$ cat config.mk
export PLATFORM = sky130hd
export DESIGN_NAME = ready_table_ctrl
export DESIGN_NICKNAME = d
export VERILOG_FILES = /design/src/rtl/ready_table_ctrl_pkg.sv /design/src/rtl/ready_table_ctrl_qpram.sv /design/src/rtl/ready_table_ctrl.sv
export SDC_FILE = /design/constraint.sdc
export NUM_CORES = 1
export LEC_CHECK = 0
export CAP_MARGIN = 20
export CORE_MARGIN = 5
export CORE_UTILIZATION = 30
export CTS_BUF_LIST = sky130_fd_sc_hd__clkbuf_8
export DETAILED_ROUTE_END_ITERATION = 16
export GPL_TIMING_DRIVEN = 0
export PLACE_DENSITY_LB_ADDON = 0.2
export SYNTH_ARGS = -nofsm -noshare
export SYNTH_HDL_FRONTEND = slang
export SYNTH_SLANG_ARGS = --single-unit
$ cat constraint.sdc
create_clock -name clk -period 5.4 [get_ports clk]
set_input_delay 0.81 -clock clk [delete_from_list [all_inputs] [get_ports clk]]
set_output_delay 0.81 -clock clk [all_outputs]
set_load 0.03 [all_outputs]
$ cat src/rtl/ready_table_ctrl_pkg.sv
// Shared types for the physical-register ready table controller.
// Entry layout of the write queue and controller state encoding.
package ready_table_ctrl_pkg;

    localparam int PREG_W = 6;
    localparam int NPREG  = 64;
    localparam int NRD    = 3;

    typedef logic [PREG_W-1:0] preg_t;

    typedef struct packed {
        preg_t preg;
        logic  val;
    } rdy_wq_entry_t;

    typedef enum logic {
        ST_INIT,
        ST_RUN
    } rtc_state_e;

endpackage

$ cat src/rtl/ready_table_ctrl_qpram.sv
// 64x1 LUTRAM, one synchronous write port and three asynchronous reads.
// No reset: contents are established by the controller's sweep.
module qpram_64x1
    import ready_table_ctrl_pkg::*;
(
    input  logic                  clk,
    input  logic                  cen,
    input  logic                  wen,
    input  logic [PREG_W-1:0]     aw,
    input  logic                  di,
    input  logic [NRD*PREG_W-1:0] ar,
    output logic [NRD-1:0]        q
);

    logic [NPREG-1:0] mem;

    always_ff @(posedge clk) begin
        if (!cen && wen) begin
            mem[aw] <= di;
        end
    end

    always_comb begin
        q = '0;
        for (int p = 0; p < NRD; p++) begin
            q[p] = mem[ar[p*PREG_W +: PREG_W]];
        end
    end

endmodule

$ cat src/rtl/ready_table_ctrl.sv
// Ready table controller: reset sweep, 3-to-1 write queue and
// read-side forwarding from pending queue entries.
module ready_table_ctrl
    import ready_table_ctrl_pkg::*;
#(
    parameter int QDEPTH = 8
) (
    input  logic                  clk,
    input  logic                  rst_n,
    output logic                  init_done,
    output logic                  req_ready,
    input  logic                  alloc_valid,
    input  logic [PREG_W-1:0]     alloc_preg,
    input  logic [1:0]            wake_valid,
    input  logic [2*PREG_W-1:0]   wake_preg,
    input  logic [NRD*PREG_W-1:0] rd_preg,
    output logic [NRD-1:0]        rd_ready
);

    localparam int PTR_W = $clog2(QDEPTH);
    localparam int CNT_W = $clog2(QDEPTH + 1);

    rtc_state_e state;
    rtc_state_e state_n;
    preg_t      sp;

    rdy_wq_entry_t wq [QDEPTH];
    logic [PTR_W-1:0] head;
    logic [PTR_W-1:0] tail;
    logic [CNT_W-1:0] count;
    logic [CNT_W-1:0] free_cnt;
    logic [CNT_W-1:0] nenq;

    logic          run;
    logic          deq;
    logic [2:0]    rv;
    rdy_wq_entry_t re [3];

    logic          ram_wen;
    preg_t         ram_aw;
    logic          ram_di;
    logic [NRD-1:0] ram_q;

    logic [NRD-1:0] fwd_hit;
    logic [NRD-1:0] fwd_val;
    logic [PTR_W-1:0] fidx;

    always_ff @(posedge clk) begin
        if (!rst_n) begin
            state <= ST_INIT;
        end else begin
            state <= state_n;
        end
    end

    always_comb begin
        state_n = state;
        unique case (state)
            ST_INIT: if (sp == preg_t'(NPREG - 1)) state_n = ST_RUN;
            ST_RUN:  state_n = ST_RUN;
        endcase
    end

    always_ff @(posedge clk) begin
        if (!rst_n) begin
            sp <= '0;
        end else if (state == ST_INIT) begin
            sp <= sp + preg_t'(1);
        end
    end

    assign run       = (state == ST_RUN);
    assign init_done = run;
    assign free_cnt  = CNT_W'(QDEPTH) - count;
    assign req_ready = run && (free_cnt >= CNT_W'(3));
    assign deq       = run && (count != '0);

    // Slot order is age order: wake0 oldest, alloc youngest.
    always_comb begin
        re[0] = '{preg: wake_preg[0 +: PREG_W],      val: 1'b1};
        re[1] = '{preg: wake_preg[PREG_W +: PREG_W], val: 1'b1};
        re[2] = '{preg: alloc_preg,                  val: 1'b0};
        rv[0] = req_ready && wake_valid[0] && (re[0].preg != '0);
        rv[1] = req_ready && wake_valid[1] && (re[1].preg != '0);
        rv[2] = req_ready && alloc_valid   && (re[2].preg != '0);
        nenq  = CNT_W'(rv[0]) + CNT_W'(rv[1]) + CNT_W'(rv[2]);
    end

    always_ff @(posedge clk) begin
        if (rv[0]) begin
            wq[tail] <= re[0];
        end
        if (rv[1]) begin
            wq[tail + PTR_W'(rv[0])] <= re[1];
        end
        if (rv[2]) begin
            wq[tail + PTR_W'(rv[0]) + PTR_W'(rv[1])] <= re[2];
        end
    end

    always_ff @(posedge clk) begin
        if (!rst_n) begin
            head  <= '0;
            tail  <= '0;
            count <= '0;
        end else begin
            if (deq) begin
                head <= head + PTR_W'(1);
            end
            tail  <= tail + PTR_W'(nenq);
            count <= count + nenq - CNT_W'(deq);
        end
    end

    assign ram_wen = !run || (count != '0);
    assign ram_aw  = run ? wq[head].preg : sp;
    assign ram_di  = run ? wq[head].val : 1'b1;

    qpram_64x1 u_ram (
        .clk (clk),
        .cen (1'b0),
        .wen (ram_wen),
        .aw  (ram_aw),
        .di  (ram_di),
        .ar  (rd_preg),
        .q   (ram_q)
    );

    // Walk oldest to youngest so the last match is the youngest.
    always_comb begin
        fwd_hit = '0;
        fwd_val = '0;
        fidx    = '0;
        for (int p = 0; p < NRD; p++) begin
            for (int k = 0; k < QDEPTH; k++) begin
                fidx = head + PTR_W'(k);
                if ((CNT_W'(k) < count) &&
                    (wq[fidx].preg == rd_preg[p*PREG_W +: PREG_W])) begin
                    fwd_hit[p] = 1'b1;
                    fwd_val[p] = wq[fidx].val;
                end
            end
        end
    end

    always_comb begin
        rd_ready = '0;
        for (int p = 0; p < NRD; p++) begin
            if (!run) begin
                rd_ready[p] = 1'b0;
            end else if (rd_preg[p*PREG_W +: PREG_W] == '0) begin
                rd_ready[p] = 1'b1;
            end else if (fwd_hit[p]) begin
                rd_ready[p] = fwd_val[p];
            end else begin
                rd_ready[p] = ram_q[p];
            end
        end
    end

endmodule

# After elaboration in Yosys (flattened, before gate mapping)
# Memory sizes are Yosys's and may differ from the RTL's. A register that Yosys moved wholly into a read port is not among the register bits.
# Index checks and enable logic that the tools add are counted.
# W data, S select, Z words.
word_totals:
  mem_bits_rw: 56
  ff_bits: 81
  out_inout_bits: 5
  wordCells: 183
  memories: 1
  inputBits: 41
memory_table:
  columns: ["memory", "depth", "word_bits", "read_ports", "rd_ports_with_merged_regs", "wr", "line_no", "source"]
  rows:
  - ["wq", 8, 7, 8, 1, 3, "ready_table_ctrl.sv:27", "rdy_wq_entry_t wq [QDEPTH];"]
op_classes:
  n_eq_ne: 25
  n_bitwise: 1
  n_reduce_logical: 42
  magnitude_cmp: 14
  muxes: 78
  add_sub_neg: 16
op_table:
  columns: ["operator", "n"]
  rows:
  - ["$eq A6 B6 Y1", 24]
  - ["$mux W1", 69]
  - ["$bwmux W64", 1]
  - ["$logic_and A1 B1 Y1", 33]
  - ["$lt A6 B7 Y1 const B", 4]
  - ["$bmux W1 S6", 3]
  - ["$logic_not A6 Y1", 3]
  - ["$reduce_bool A6 Y1", 3]
  - ["$lt A3 B4 Y1 const A", 4]
  - ["$add A3 B3 Y3 const B", 4]
  - ["$lt A1 B4 Y1 const A", 2]
  - ["$lt A2 B4 Y1 const A", 2]
  - ["$add A3 B1 Y3", 2]
  - ["$add A3 B2 Y3 const B", 2]
  - ["$add A6 B1 Y6 const B", 1]
  - ["$demux W1 S6", 1]
  - ["$eq A6 B6 Y1 const B", 1]
  - ["$ge A6 B1 Y1 const B", 1]
  - ["$mux W3", 2]
  - ["$mux W6", 1]
  - ["$add A4 B3 Y4", 1]
  - ["$ge A4 B2 Y1 const B", 1]
  - ["$reduce_bool A4 Y1", 1]
  - ["$sub A4 B1 Y4", 1]
  - ["other kinds (9)", 9]

# Logic depth before layout (Yosys ltp)
# Gate-level depths: netlist of the first run.
# An unclocked memory read counts as a cell.
depth:
  depth_word: 14
  ltp_mapped: 17
  depth_no_buf: 13

# By module
# A second synthesis of the first run with hierarchy kept.
unflattened:
  hier_cells: 1340
  hier_area_um2: 14047.2
modules_own_cells:
  columns: ["module", "cells_per_inst", "instances", "seq_area_each_um2", "area_per_inst_um2"]
  rows:
  - ["ready_table_ctrl", 1055, 1, 2001.9, 10060.9]
  - ["qpram_64x1", 285, 1, 1921.8, 3986.3]

# Worst setup path after synthesis of the first run
# OpenSTA, ideal clock, no wires.
synth_timing:
  path_type: "register to output"
  start: "reg head[0]"
  end: "out rd_ready[2]"
  slack_ns: 0.755
  n_path_buf: 5
  arrival_ns: 3.835
  stages_incl_launch_ff: 17
  required_ns: 4.590
  path_cell_list: "dfxtp_1 inv_2 buf_2 buf_1 ha_1 buf_2 buf_4 buf_4 mux4_2 mux2i_1 xnor2_1 nand3_1 or3_1 or3_1 a31o_1 nand3_1 a22o_1"
synth_between:
  elab_cells_between_ends: 39
  cone_classes: "add/sub (7); eq/ne (7); mux (17); reduce/logical (7); memory (1)"
synth_rtl:
  columns: ["item", "line_no", "source"]
  rows:
  - ["start, declared", "ready_table_ctrl.sv:28", "logic [PTR_W-1:0] head;"]
  - ["start signal, assigned", "ready_table_ctrl.sv:108", "head <= head + PTR_W'(1);"]
  - ["$add A3 B3 Y3 (*)", "ready_table_ctrl.sv:136", "fidx = head + PTR_W'(k);"]
  - ["via fidx[0]", "ready_table_ctrl.sv:46", "logic [PTR_W-1:0] fidx;"]
  - ["$mem_v2 Z8 W7 (*)", null, null]
  - ["$eq A6 B6 Y1", "ready_table_ctrl.sv:138", "(wq[fidx].preg == rd_preg[p*PREG_W +: PREG_W])) begin"]
  - ["$logic_and A1 B1 Y1", "ready_table_ctrl.sv:137", "if ((CNT_W'(k) < count) &&"]
  - ["$mux W1", "ready_table_ctrl.sv:137", null]
  - ["$mux W1 (*)", "ready_table_ctrl.sv:153", "end else if (fwd_hit[p]) begin"]
  - ["$mux W1 (*)", "ready_table_ctrl.sv:151", "end else if (rd_preg[p*PREG_W +: PREG_W] == '0) begin"]
  - ["$mux W1 (*)", "ready_table_ctrl.sv:149", "if (!run) begin"]
  - ["end, declared", "ready_table_ctrl.sv:17", "output logic [NRD-1:0] rd_ready"]
# Mark *: on every way through the listed nets, which the timed path passes. The rest lies on a longest branch.

# Worst setup path after layout of the first run
layout_timing:
  start: "in rd_preg[12]"
  end: "out rd_ready[2]"
layout_between:
  elab_chain_cells: 13
  elab_cells_between_ends: 38
  cone_classes: "eq/ne (8); mux (21); reduce/logical (9)"
layout_rtl:
  columns: ["item", "line_no", "source"]
  rows:
  - ["start, declared", "ready_table_ctrl.sv:16", "input logic [NRD*PREG_W-1:0] rd_preg,"]
  - ["$eq A6 B6 Y1", "ready_table_ctrl.sv:138", null]
  - ["$logic_and A1 B1 Y1", "ready_table_ctrl.sv:137", null]
  - ["$mux W1 (8 in a row)", "ready_table_ctrl.sv:137", null]
  - ["$mux W1", "ready_table_ctrl.sv:153", null]
  - ["$mux W1 (*)", "ready_table_ctrl.sv:151", null]
  - ["$mux W1 (*)", "ready_table_ctrl.sv:149", null]
# Every way passes the cells marked *; elsewhere a longest branch is shown, timed or not. The select of a mux whose other input is x is not followed.

==> results.py, run 1 <==
metrics = {
    "worst_setup_path": {
        "critPathMaxFanout": 10,
        "ff2ff_path_depth": 11,
        "critical_path.startpoint_type": "input pin",
        "timing.critical_path.arrival_ps": 4540,
        "rr_endpoint": "wq[1][3]",
        "critPathKind": "input pin to output pin",
        "worstReg2RegStart": "init_done",
        "timing.critical_path.required_ps": 4590,
        "regToRegSetupSlack_ps": 1090,
        "worstSetupEndpointType": "output pin",
    },
    "floorplanning": {
        "io_pins": 46,
        "design.core.area_sq_um": 45190,
        "initial_core_util": 0.3019,
        "chipHeight_um": 223.2,
        "row_count": 78,
        "design.die.area_sq_um": 49830,
        "chipWidth_um": 223.2,
    },
    "worst_hold_path": {
        "hold_end": "wq[2][0]",
        "min_delay_startpoint": "wq[2][0]",
        "timing.hold.worst.class": "flip-flop to flip-flop",
        "min_path_cells": 2,
    },
    "power_and_ir_drop": {
        "share_seq_of_total_power": 0.505,
        "p_int_mw": 1.677,
        "leakage_nw": 4.798,
        "p_switching_uw": 633.0,
        "power.total_mw": 2.310,
        "peakVddDrop_uv": 146.3,
        "cellPowerDensity_nw_per_um2": 151.4,
        "clock_power_share": 0.366,
        "combPwrFrac": 0.129,
        "power_switching_share": 0.2740,
    },
    "place": {
        "dp_hpwl_um": 37690,
        "port_buffers": 13,
        "gp_routability_congestion": 0.9335,
    },
    "cts": {
        "clock_tree_from_tritoncts": "done",
        "clockRootBuffer": "sky130_fd_sc_hd__clkbuf_8",
        "clock_path_buffers": 2,
        "cts-htree-levels": 4,
        "clock_sinks": 140,
        "worst_skew_pair.late_latency_ps": 490,
        "cts-buffers-inserted": 17,
        "clkTransAtPathRegs_ps": 70,
    },
    "global_route": {
        "grt_antenna_before_repair": 0,
        "via_count_of_the_first_global_routing_pass": 10980,
        "gr-usage-all-layers": 0.1945,
        "grt_start_max_net_pins": 35,
        "grt_overflow_total": 0,
        "grt_first_pass_wirelength_um": 73150,
    },
    "layout": {
        "layout.filler_cells": 4576,
        "n_antenna_cell": 0,
        "final_layout_size_suffix_gt1_frac": 0.2018,
        "final_core_util": 0.3378,
        "nNetsFinal": 1394,
        "syn2layout_area_growth_pct": 11.89,
    },
    "sta": {
        "slew_viol_final": 0,
        "fin_setup_tns_ps": 0,
        "worstMarginPinSlew_ps": 1117,
        "fin_crit_ps": 5352,
        "layout_worst_path_cycle_share": 0.9912,
        "grt_setup_unrepaired": "false",
        "setup_viol_count_final": 0,
        "final_hold_viol_count": 0,
        "max_clock_freq_ghz": 0.1868,
        "final.setup_skew_ps": 18.48,
        "timing.slew.headroom": 0.2552,
    },
    "synthesis": {
        "syn-mean-instance-area_sq_um": 10.63,
        "netlist_instances": 1283,
        "post_synthesis_simple_gate_area_fraction": 0.1320,
        "synth-xor-area-share": 0.1114,
        "post_synth_edffs": 112,
        "synth_nets": 1342,
        "synth_largest_type_area_fraction": 0.2466,
        "ys_async_sr_fraction": 0,
        "synthMuxAreaShare": 0.3248,
        "synth_top_area_cell": "sky130_fd_sc_hd__edfxtp_1",
        "netlist_area_before_placement_sq_um": 13640,
        "postSynth.topFlopCell": "sky130_fd_sc_hd__edfxtp_1",
        "ys_warn_count": 0,
        "seq_area_frac_synth": 0.2877,
        "yosysUniqueCellTypes": 78,
        "postSynthRegisterBits": 140,
        "compound_gate_portion_of_the_synthesized_area": 0.07953,
        "main_combinational_cell_family_by_area_after_synthesis": "multiplexers",
        "synth_area_leaders": "sky130_fd_sc_hd__edfxtp_1 (25%), sky130_fd_sc_hd__mux4_2 (22%), sky130_fd_sc_hd__mux2i_1 (9.5%), sky130_fd_sc_hd__xnor2_1 (8.8%), sky130_fd_sc_hd__dfxtp_1 (4.1%)",
        "adder_cell_share_of_the_synthesized_area": 0.01816,
    },
    "detailed_routing": {
        "via_count_of_the_routed_design": 11200,
        "detail-route-antenna-nets": 0,
        "drtPass1Iterations": 5,
        "wire_per_inst_um": 25.33,
        "finalWirelength_um": 49350,
        "drt_first_iter_violations": 1159,
        "drc_errors": 0,
        "viasPerCell": 5.747,
    },
    "run": {
        "timing.max_cap.violations": 0,
    },
    "run_status": {
        "run_status": "completed",
    },
}
## per-stage QoR
step | setup WS [ps] | cells | hold WS [ps] | area, sq um
after global routing | 2.804 | 1948 | 580.3 | 15260
after CTS | 8.281 | 1941 | 539.6 | 15140
after floorplan | 755.4 | 1283 | 461.2 | 13640
after global placement | -771.7 | 1896 | 506.0 | 14520
final | 47.63 | 1948 | 545.0 | 15260
after detailed placement | -713.1 | 1899 | 527.4 | 14560
## logic make-up after synthesis
| family | count (synthesis) |
|---|---|
| AOI/OAI and AO/OA | 169 |
| and+or+nand+nor | 374 |
| xor gates and xnor gates | 170 |
| buffers and inverters | 138 |
| muxes | 274 |
| DFF | 140 |
| adders and majority gates | 18 |
## state kept, by name, summed over array words and instances (netlist names), named ones only
name / count
count: 4
head: 3
tail: 3
wq: 56
sp: 6
init_done: 1
u_ram.mem: 64
## worst max path at each step
stage / cells past startpoint / from / endpoint / slack, ps
after floorplan: 16 / head[0] / rd_ready[2] / 760
after global placement: 16 / head[0] / rd_ready[2] / -770
after detailed placement: 16 / head[0] / rd_ready[2] / -710
after CTS: 17 / head[0] / rd_ready[1] / 8
after global routing: 17 / head[0] / rd_ready[0] / 3
final: 11 / rd_preg[12] / rd_ready[2] / 50
## power groups by stage
stage | logic (mW) | clock network (mW) | registers, mW
6_report | 0.297 | 0.846 | 1.17
5_1_grt | 0.318 | 0.907 | 1.17
4_1_cts | 0.296 | 0.865 | 1.17
3_5_place_dp | 0.294 | 0 | 1.19
2_1_floorplan | 0.199 | 0 | 1.19
3_3_place_gp | 0.292 | 0 | 1.19
## critical path, stage by stage
cell                              delay, ps
sky130_fd_sc_hd__clkdlybuf4s50_1        520
sky130_fd_sc_hd__clkbuf_1               840
sky130_fd_sc_hd__inv_2                  340
sky130_fd_sc_hd__xnor2_1                260
sky130_fd_sc_hd__nand4_1                120
sky130_fd_sc_hd__nor4_1                 690
sky130_fd_sc_hd__a21oi_1                130
sky130_fd_sc_hd__and3_1                 240
sky130_fd_sc_hd__a31o_1                 170
sky130_fd_sc_hd__a22o_1                 230
sky130_fd_sc_hd__buf_2                  180
## placed cells by master (no fill, tap or decap), types with 22 or more instances in the layout
cell type and count:
sky130_fd_sc_hd__a21oi_1 40, sky130_fd_sc_hd__buf_1 22, sky130_fd_sc_hd__clkbuf_1 44, sky130_fd_sc_hd__dfxtp_1 26
sky130_fd_sc_hd__edfxtp_1 112, sky130_fd_sc_hd__inv_1 29, sky130_fd_sc_hd__mux2i_1 121, sky130_fd_sc_hd__mux4_2 133
sky130_fd_sc_hd__nand2_1 82, sky130_fd_sc_hd__nand3_1 42, sky130_fd_sc_hd__nor2_1 120, sky130_fd_sc_hd__o21ai_0 51
sky130_fd_sc_hd__xnor2_1 137, sky130_fd_sc_hd__xor2_1 29
## layout make-up
type,instances,area [sq um],area share
Buffer,102,556.8,0.03648
Clock buffer,17,234.0,0.01533
Timing Repair Buffer,33,282.8,0.01853
Tap cell,600,750.7,0.04919
Multi-Input combinational cell,1005,9215,0.6038
Clock inverter,15,152.6,0.01000
Sequential cell,140,3929,0.2574
Inverter,36,141.4,0.009264
## routing by layer
layer,share of wire,vias to the layer above,GRT usage
met4,0.028,0,0.05929
li1,-,4947,-
met3,0.068,83,0.03487
met5,0,-,0
met1,0.43,5689,0.2639
met2,0.47,477,0.3181
## Yosys cell counts (5+ instances only)
master,count
sky130_fd_sc_hd__a21oi_1,40
sky130_fd_sc_hd__edfxtp_1,112
sky130_fd_sc_hd__nor2_1,120
sky130_fd_sc_hd__nor2b_1,11
sky130_fd_sc_hd__and2_1,18
sky130_fd_sc_hd__o2111ai_1,5
sky130_fd_sc_hd__nor4_1,9
sky130_fd_sc_hd__inv_1,28
sky130_fd_sc_hd__nor3_1,21
sky130_fd_sc_hd__ha_1,15
sky130_fd_sc_hd__dfxtp_1,28
sky130_fd_sc_hd__mux4_2,133
sky130_fd_sc_hd__nand4_1,18
sky130_fd_sc_hd__o22ai_1,6
sky130_fd_sc_hd__buf_6,5
sky130_fd_sc_hd__mux2i_1,130
sky130_fd_sc_hd__or3_1,14
sky130_fd_sc_hd__nand2_1,83
sky130_fd_sc_hd__and3_1,6
sky130_fd_sc_hd__o311a_1,6
sky130_fd_sc_hd__a31oi_1,9
sky130_fd_sc_hd__buf_2,21
sky130_fd_sc_hd__xor2_1,29
sky130_fd_sc_hd__o211ai_1,5
sky130_fd_sc_hd__o21ai_0,51
sky130_fd_sc_hd__or4_1,7
sky130_fd_sc_hd__nand2b_1,10
sky130_fd_sc_hd__nand3_1,42
sky130_fd_sc_hd__buf_4,5
sky130_fd_sc_hd__a211oi_1,6
sky130_fd_sc_hd__mux2_2,7
sky130_fd_sc_hd__xnor2_1,137
sky130_fd_sc_hd__clkbuf_1,45
sky130_fd_sc_hd__buf_1,23
## repair_timing
| action | CTS | global route |
|---|---|---|
| setup endpoints to repair | 3 | 3 |
| resized for setup | 42 | 20 |
| pin swaps | 1 | 6 |
| hold buffers | 0 | 0 |
| buffers inserted | 10 | 6 |
Note: power is estimated with default switching activity, not from simulation.
==> inputs of run 2 (changes only) <==
--- a/config.mk
+++ b/config.mk
@@ -8,2 +8,4 @@
 export CAP_MARGIN = 20
+export CELL_PAD_IN_SITES_DETAIL_PLACEMENT = 0
+export CELL_PAD_IN_SITES_GLOBAL_PLACEMENT = 1
 export CORE_MARGIN = 5
@@ -14,2 +16,3 @@
 export PLACE_DENSITY_LB_ADDON = 0.2
+export SLEW_MARGIN = 25
 export SYNTH_ARGS = -nofsm -noshare
--- a/constraint.sdc
+++ b/constraint.sdc
@@ -3,2 +3,2 @@
 set_output_delay 0.81 -clock clk [all_outputs]
-set_load 0.03 [all_outputs]
+set_load 0.005 [all_outputs]
==> run 2 against run 1 <==
Effect of this change: combinational power rose by 2%; power rose by 7.7%; sequential share of layout area fell by 0.82 points; final cell count rose by 1.2%; clock power rose by 21%; non-clock buffer count rose by 23; design area rose by 3.3%; die area did not move; utilization rose by 1.1 points; register-to-register slack barely moved; highest routed layer unchanged.
==> results.py, run 2 (synthesized netlist as in run 1, its figures left out) <==
metrics = {
    "layout": {
        "regArea_sq_um": 3929,
        "final_layout_size_suffix_gt1_frac": 0.2276,
        "layout.cell_area.non_filler_sq_um": 15760,
        "nNetsFinal": 1417,
        "combined_area_of_the_multi_input_logic_cells_sq_um": 9355,
        "top_library_cells_by_usage_in_the_layout_fill_and_taps_aside": "sky130_fd_sc_hd__xnor2_1 (136), sky130_fd_sc_hd__mux4_2 (133), sky130_fd_sc_hd__nor2_1 (120)",
        "largestRegisters": "u_ram.mem (64), wq (56), sp (6)",
        "n_antenna_cell": 0,
        "max_flop_register": "u_ram.mem",
        "final_common_cell": "sky130_fd_sc_hd__xnor2_1",
        "layout.filler_cells": 4540,
        "number_of_flip_flops_in_the_largest_register": 64,
        "final_core_util": 0.3488,
        "syn2layout_area_growth_pct": 15.55,
    },
    "detailed_routing": {
        "via_count_of_the_routed_design": 11220,
        "drt_first_iter_violations": 1034,
        "drc_errors": 0,
        "wire_per_inst_um": 26.42,
        "detail-route-antenna-nets": 0,
        "drtPass1Iterations": 5,
        "finalWirelength_um": 52080,
        "viasPerCell": 5.692,
    },
    "sta": {
        "setup_viol_count_final": 0,
        "fin_setup_tns_ps": 0,
        "slew_viol_final": 0,
        "layout_worst_path_cycle_share": 0.9781,
        "hold_ws_ps": 545.4,
        "max_clock_freq_ghz": 0.1893,
        "postLayoutSetupSlackWorst_ps": 118.4,
        "worstMarginPinSlew_ps": 1063,
        "fin_crit_ps": 5282,
        "final_hold_viol_count": 0,
        "final.setup_skew_ps": 19.96,
        "timing.slew.headroom": 0.2884,
    },
    "floorplanning": {
        "chipHeight_um": 223.2,
        "row_count": 78,
        "io_pins": 46,
        "initial_core_util": 0.3019,
        "design.die.area_sq_um": 49830,
        "design.core.area_sq_um": 45190,
        "chipWidth_um": 223.2,
    },
    "power_and_ir_drop": {
        "leakage_nw": 5.059,
        "combPwrFrac": 0.122,
        "clock_power_share": 0.409,
        "share_seq_of_total_power": 0.469,
        "peakVddDrop_uv": 140.6,
        "p_int_mw": 1.834,
        "power_switching_share": 0.2625,
        "p_switching_uw": 653.0,
        "cellPowerDensity_nw_per_um2": 157.8,
    },
    "worst_setup_path": {
        "timing.critical_path.required_ps": 4590,
        "ff2ff_path_depth": 11,
        "rr_endpoint": "wq[1][1]",
        "critPathMaxFanout": 10,
        "critPathSlowestCell": "sky130_fd_sc_hd__mux4_2",
        "worstReg2RegStart": "count[0]",
        "critPathKind": "flip-flop to output pin",
        "regToRegSetupSlack_ps": 1080,
        "timing.critical_path.cells": "inv_6 > buf_12 > buf_8 > ha_1 > buf_6 > buf_12 > mux4_2 > buf_4 > xnor2_1 > nand3_1 > a21oi_1 > o2111ai_2 > mux2_2 > a21oi_1 > o221a_1 > o311a_1 > dlygate4sd2_1",
        "critical_path.startpoint_type": "flip-flop",
        "timing.critical_path.arrival_ps": 4470,
        "worstSetupEndpointType": "output pin",
        "cp_slowest_stage_delay_ps": 620,
    },
    "run": {
        "timing.max_cap.violations": 0,
    },
    "cts": {
        "worst_skew_pair.late_latency_ps": 490,
        "clock_path_buffers": 2,
        "clockRootBuffer": "sky130_fd_sc_hd__clkbuf_8",
        "cts_hold_repair.buffers": 0,
        "clkTransAtPathRegs_ps": 70,
        "clock_sinks": 140,
        "clock_tree_from_tritoncts": "done",
        "cts-htree-levels": 4,
        "cts-buffers-inserted": 17,
    },
    "place": {
        "port_buffers": 13,
        "gp_routability_congestion": 0.9117,
        "dp_hpwl_um": 39680,
        "detailedPlace.worstSlack_ps": -625.4,
        "area_after_detailed_placement_sq_um": 14570,
    },
    "global_route": {
        "grt_start_max_net_pins": 37,
        "grt_antenna_before_repair": 0,
        "via_count_of_the_first_global_routing_pass": 11200,
        "gr-usage-all-layers": 0.2057,
        "grt_first_pass_wirelength_um": 77140,
        "grt_overflow_total": 0,
    },
    "worst_hold_path": {
        "hold_end": "wq[0][0]",
        "min_path_cells": 2,
        "timing.hold.worst.class": "flip-flop to flip-flop",
        "min_delay_startpoint": "wq[0][0]",
    },
    "run_status": {
        "run_status": "completed",
    },
}
run 2: critical path: cells and delay by family, from the launching register on:
kind                       cells  cell delay [ps]
muxes                          2              900
and+or+nand+nor                1              100
adders and majority gates      1              300
AOI/OAI and AO/OA              5             1070
xor gates and xnor gates       1              140
buffers and inverters          7             1090
DFF                            1              400
run 2: worst max-delay path by stage:
stage	startpoint	to	slack (ps)	cells past startpoint
after floorplan	head[0]	rd_ready[2]	920	16
after global placement	head[0]	rd_ready[2]	-640	16
after detailed placement	head[0]	rd_ready[2]	-630	16
after CTS	head[0]	rd_ready[2]	-2	18
after global routing	head[0]	rd_ready[0]	-9	19
final	head[0]	rd_ready[0]	120	17
run 2: layout make-up:
| type | instances | share of cell area |
|---|---|---|
| clock buffers | 18 | 0.01572 |
| clock inverters | 14 | 0.01381 |
| plain buffers | 101 | 0.03826 |
| flip-flops and latches | 140 | 0.2493 |
| well taps | 600 | 0.04763 |
| multi-input cells | 1005 | 0.5936 |
| repair buffers | 57 | 0.03263 |
| inverters | 36 | 0.009129 |
run 2: what timing repair did:
action,in CTS,in global routing
setup buffers,25,18
setup endpoints to repair,3,3
gates resized for setup,54,27
pin swaps,4,10
gates cloned,0,1
endpoints found under the hold margin,0,0
run 2: metrics by stage:
| stage | instances | power (mW) |
|---|---|---|
| finish | 1971 | 2.487 |
| global route | 1971 | 2.573 |
| CTS | 1953 | 2.505 |
| detailed placement | 1897 | 1.490 |
| global placement | 1896 | 1.488 |
| floorplan | 1283 | 1.387 |
run 2: routing by layer:
metal	up-vias	wire length (um)	global-route usage
met5	-	0	0
met2	413	24430	0.3360
met1	5712	23540	0.2883
met4	0	1770	0.06581
met3	87	2336	0.02105
li1	5006	-	-
run 2: power by group through the flow:
stage	combinational (mW)	clock [mW]	sequential [mW]
4_1_cts	0.301	1.04	1.17
3_3_place_gp	0.297	0	1.19
6_report	0.302	1.02	1.17
3_5_place_dp	0.298	0	1.19
2_1_floorplan	0.199	0	1.19
5_1_grt	0.325	1.08	1.17
==> inputs of run 3 (changes only) <==
- GPL_TIMING_DRIVEN: 0 -> 1
==> run 3 against run 2 <==
Effect of this change: first-iteration DRC count decreased by 7.5%; sequential cell count unchanged; global-route usage fell by 0.72 points; final cell count fell by 1.9%; power down 7.2%; sequential share of layout area rose by 0.75 points; clock power is 20% lower; highest routed layer unchanged.
==> results.py, run 3 (synthesized netlist as in run 1, its figures left out) <==
metrics = {
    "worst_setup_path": {
        "timing.critical_path.arrival_ps": 4520,
        "timing.critical_path.cells": "inv_1 > ha_1 > a21oi_1 > o21ai_0 > nor4_1 > nand3_1 > o211ai_1 > o21bai_1 > o221a_1 > o311a_1 > clkdlybuf4s50_1",
        "worstSetupStartpoint": "count[3]",
        "regToRegSetupSlack_ps": 1400,
        "cp_slowest_stage_delay_ps": 590,
        "critPathMaxFanout": 9,
        "worstSetupEndpointType": "output pin",
        "timing.critical_path.required_ps": 4590,
        "critical_path.startpoint_type": "flip-flop",
        "ff2ff_path_depth": 9,
        "critical_path.endpoint": "rd_ready[0]",
        "worstReg2RegStart": "count[3]",
        "critPathSlowestCell": "sky130_fd_sc_hd__a21oi_1",
        "rr_endpoint": "wq[5][4]",
        "critPathKind": "flip-flop to output pin",
    },
    "sta": {
        "grt_setup_unrepaired": "false",
        "fin_setup_tns_ps": 0,
        "final.setup_skew_ps": 18.41,
        "hold_ws_ps": 554.8,
        "slew_viol_final": 0,
        "postLayoutSetupSlackWorst_ps": 69.12,
        "setup_viol_count_final": 0,
        "timing.slew.headroom": 0.3391,
        "max_clock_freq_ghz": 0.1876,
        "final_hold_viol_count": 0,
        "layout_worst_path_cycle_share": 0.9872,
        "worstMarginPinSlew_ps": 991.4,
        "fin_crit_ps": 5331,
    },
    "place": {
        "total_instance_count_after_detailed_placement": 1901,
        "detailedPlace.worstSlack_ps": 527.6,
        "dp_hpwl_um": 38160,
        "port_buffers": 45,
        "gp_routability_congestion": 0.9405,
    },
    "layout": {
        "top_library_cells_by_usage_in_the_layout_fill_and_taps_aside": "sky130_fd_sc_hd__xnor2_1 (137), sky130_fd_sc_hd__mux4_2 (133), sky130_fd_sc_hd__mux2i_1 (130)",
        "finish.cell_count_without_fillers": 1933,
        "final_core_util": 0.3386,
        "syn2layout_area_growth_pct": 12.16,
        "n_antenna_cell": 0,
        "max_flop_register": "u_ram.mem",
        "nNetsFinal": 1379,
        "final_layout_size_suffix_gt1_frac": 0.2078,
        "largestRegisters": "u_ram.mem (64), wq (56), sp (6)",
        "final_common_cell": "sky130_fd_sc_hd__xnor2_1",
        "number_of_flip_flops_in_the_largest_register": 64,
    },
    "cts": {
        "clock_tree_from_tritoncts": "done",
        "cts-buffers-inserted": 17,
        "clock_sinks": 140,
        "clockRootBuffer": "sky130_fd_sc_hd__clkbuf_8",
        "clkTransAtPathRegs_ps": 80,
        "cts_post_setup_buffers_inserted": 0,
        "clock_path_buffers": 2,
        "worst_skew_pair.late_latency_ps": 530,
        "cts-htree-levels": 4,
    },
    "detailed_routing": {
        "drc_errors": 0,
        "finalWirelength_um": 49300,
        "drt_first_iter_violations": 956,
        "via_count_of_the_routed_design": 10770,
        "wire_per_inst_um": 25.50,
        "drtPass1Iterations": 5,
        "detail-route-antenna-nets": 0,
        "viasPerCell": 5.573,
    },
    "global_route": {
        "gr-usage-all-layers": 0.1985,
        "grt_overflow_total": 0,
        "via_count_of_the_first_global_routing_pass": 10650,
        "grt_start_max_net_pins": 65,
        "grt_first_pass_wirelength_um": 73620,
        "grt_antenna_before_repair": 0,
    },
    "power_and_ir_drop": {
        "leakage_nw": 4.875,
        "cellPowerDensity_nw_per_um2": 150.9,
        "peakVddDrop_uv": 145.3,
    },
    "floorplanning": {
        "chipHeight_um": 223.2,
        "io_pins": 46,
        "chipWidth_um": 223.2,
        "initial_core_util": 0.3019,
        "row_count": 78,
        "design.die.area_sq_um": 49830,
        "design.core.area_sq_um": 45190,
    },
    "run": {
        "timing.max_cap.violations": 0,
    },
    "worst_hold_path": {
        "timing.hold.worst.class": "flip-flop to flip-flop",
    },
    "run_status": {
        "run_status": "completed",
    },
}
run 3: critical path: cells and delay by family (launching register included):
family,cells,cell delay [ps]
buf+inv,2,790
compound gates,6,1600
flops,1,570
fa+ha+maj,1,410
simple gates,2,610
run 3: layout make-up:
cell class	count	area (sq um)
fill	4589	29890
multi-input combinational	1005	9090
sequential	140	3929
timing repair buffer	120	1035
tap	600	750.7
clock buffer	17	234.0
inverter	36	135.1
clock inverter	15	126.4
run 3: through the flow:
| step | area, sq um | power, mW |
|---|---|---|
| after floorplan | 13640 | 1.387 |
| after global placement | 14930 | 1.515 |
| after detailed placement | 14930 | 1.516 |
| after CTS | 15290 | 2.347 |
| after global routing | 15300 | 2.407 |
| final | 15300 | 2.309 |
run 3: layer usage:
metal  share of wire  wire length, um  global-route usage  vias up
met1            0.45            22000              0.2749     5412
met2            0.46            22900              0.3128      372
met5               0                0                   0        -
li1                -                -                   -     4920
met4           0.032             1568             0.06957        0
met3           0.057             2827             0.03684       69
run 3: how the worst min path moves through the flow:
stage | startpoint | end | depth (start not counted)
after floorplan | wq[0][0] | wq[0][0] | 2
after global placement | wq[0][0] | wq[0][0] | 2
after detailed placement | wq[0][0] | wq[0][0] | 2
after CTS | wq[0][0] | wq[0][0] | 2
after global routing | wq[0][0] | wq[0][0] | 2
final | wq[0][0] | wq[0][0] | 2
run 3: power by group:
| part | total (mW) | leakage (nW) | switching [mW] | internal, mW |
|---|---|---|---|---|
| Clock | 0.818 | 0.172 | 0.489 | 0.329 |
| Sequential | 1.17 | 1.36 | 0.00877 | 1.16 |
| Combinational | 0.324 | 3.34 | 0.188 | 0.136 |
| Total | 2.31 | 4.88 | 0.686 | 1.62 |
run 3: timing repair:
action	in CTS	in global routing
setup endpoints to repair	1	3
gates resized for setup	1	2
hold buffers	0	0
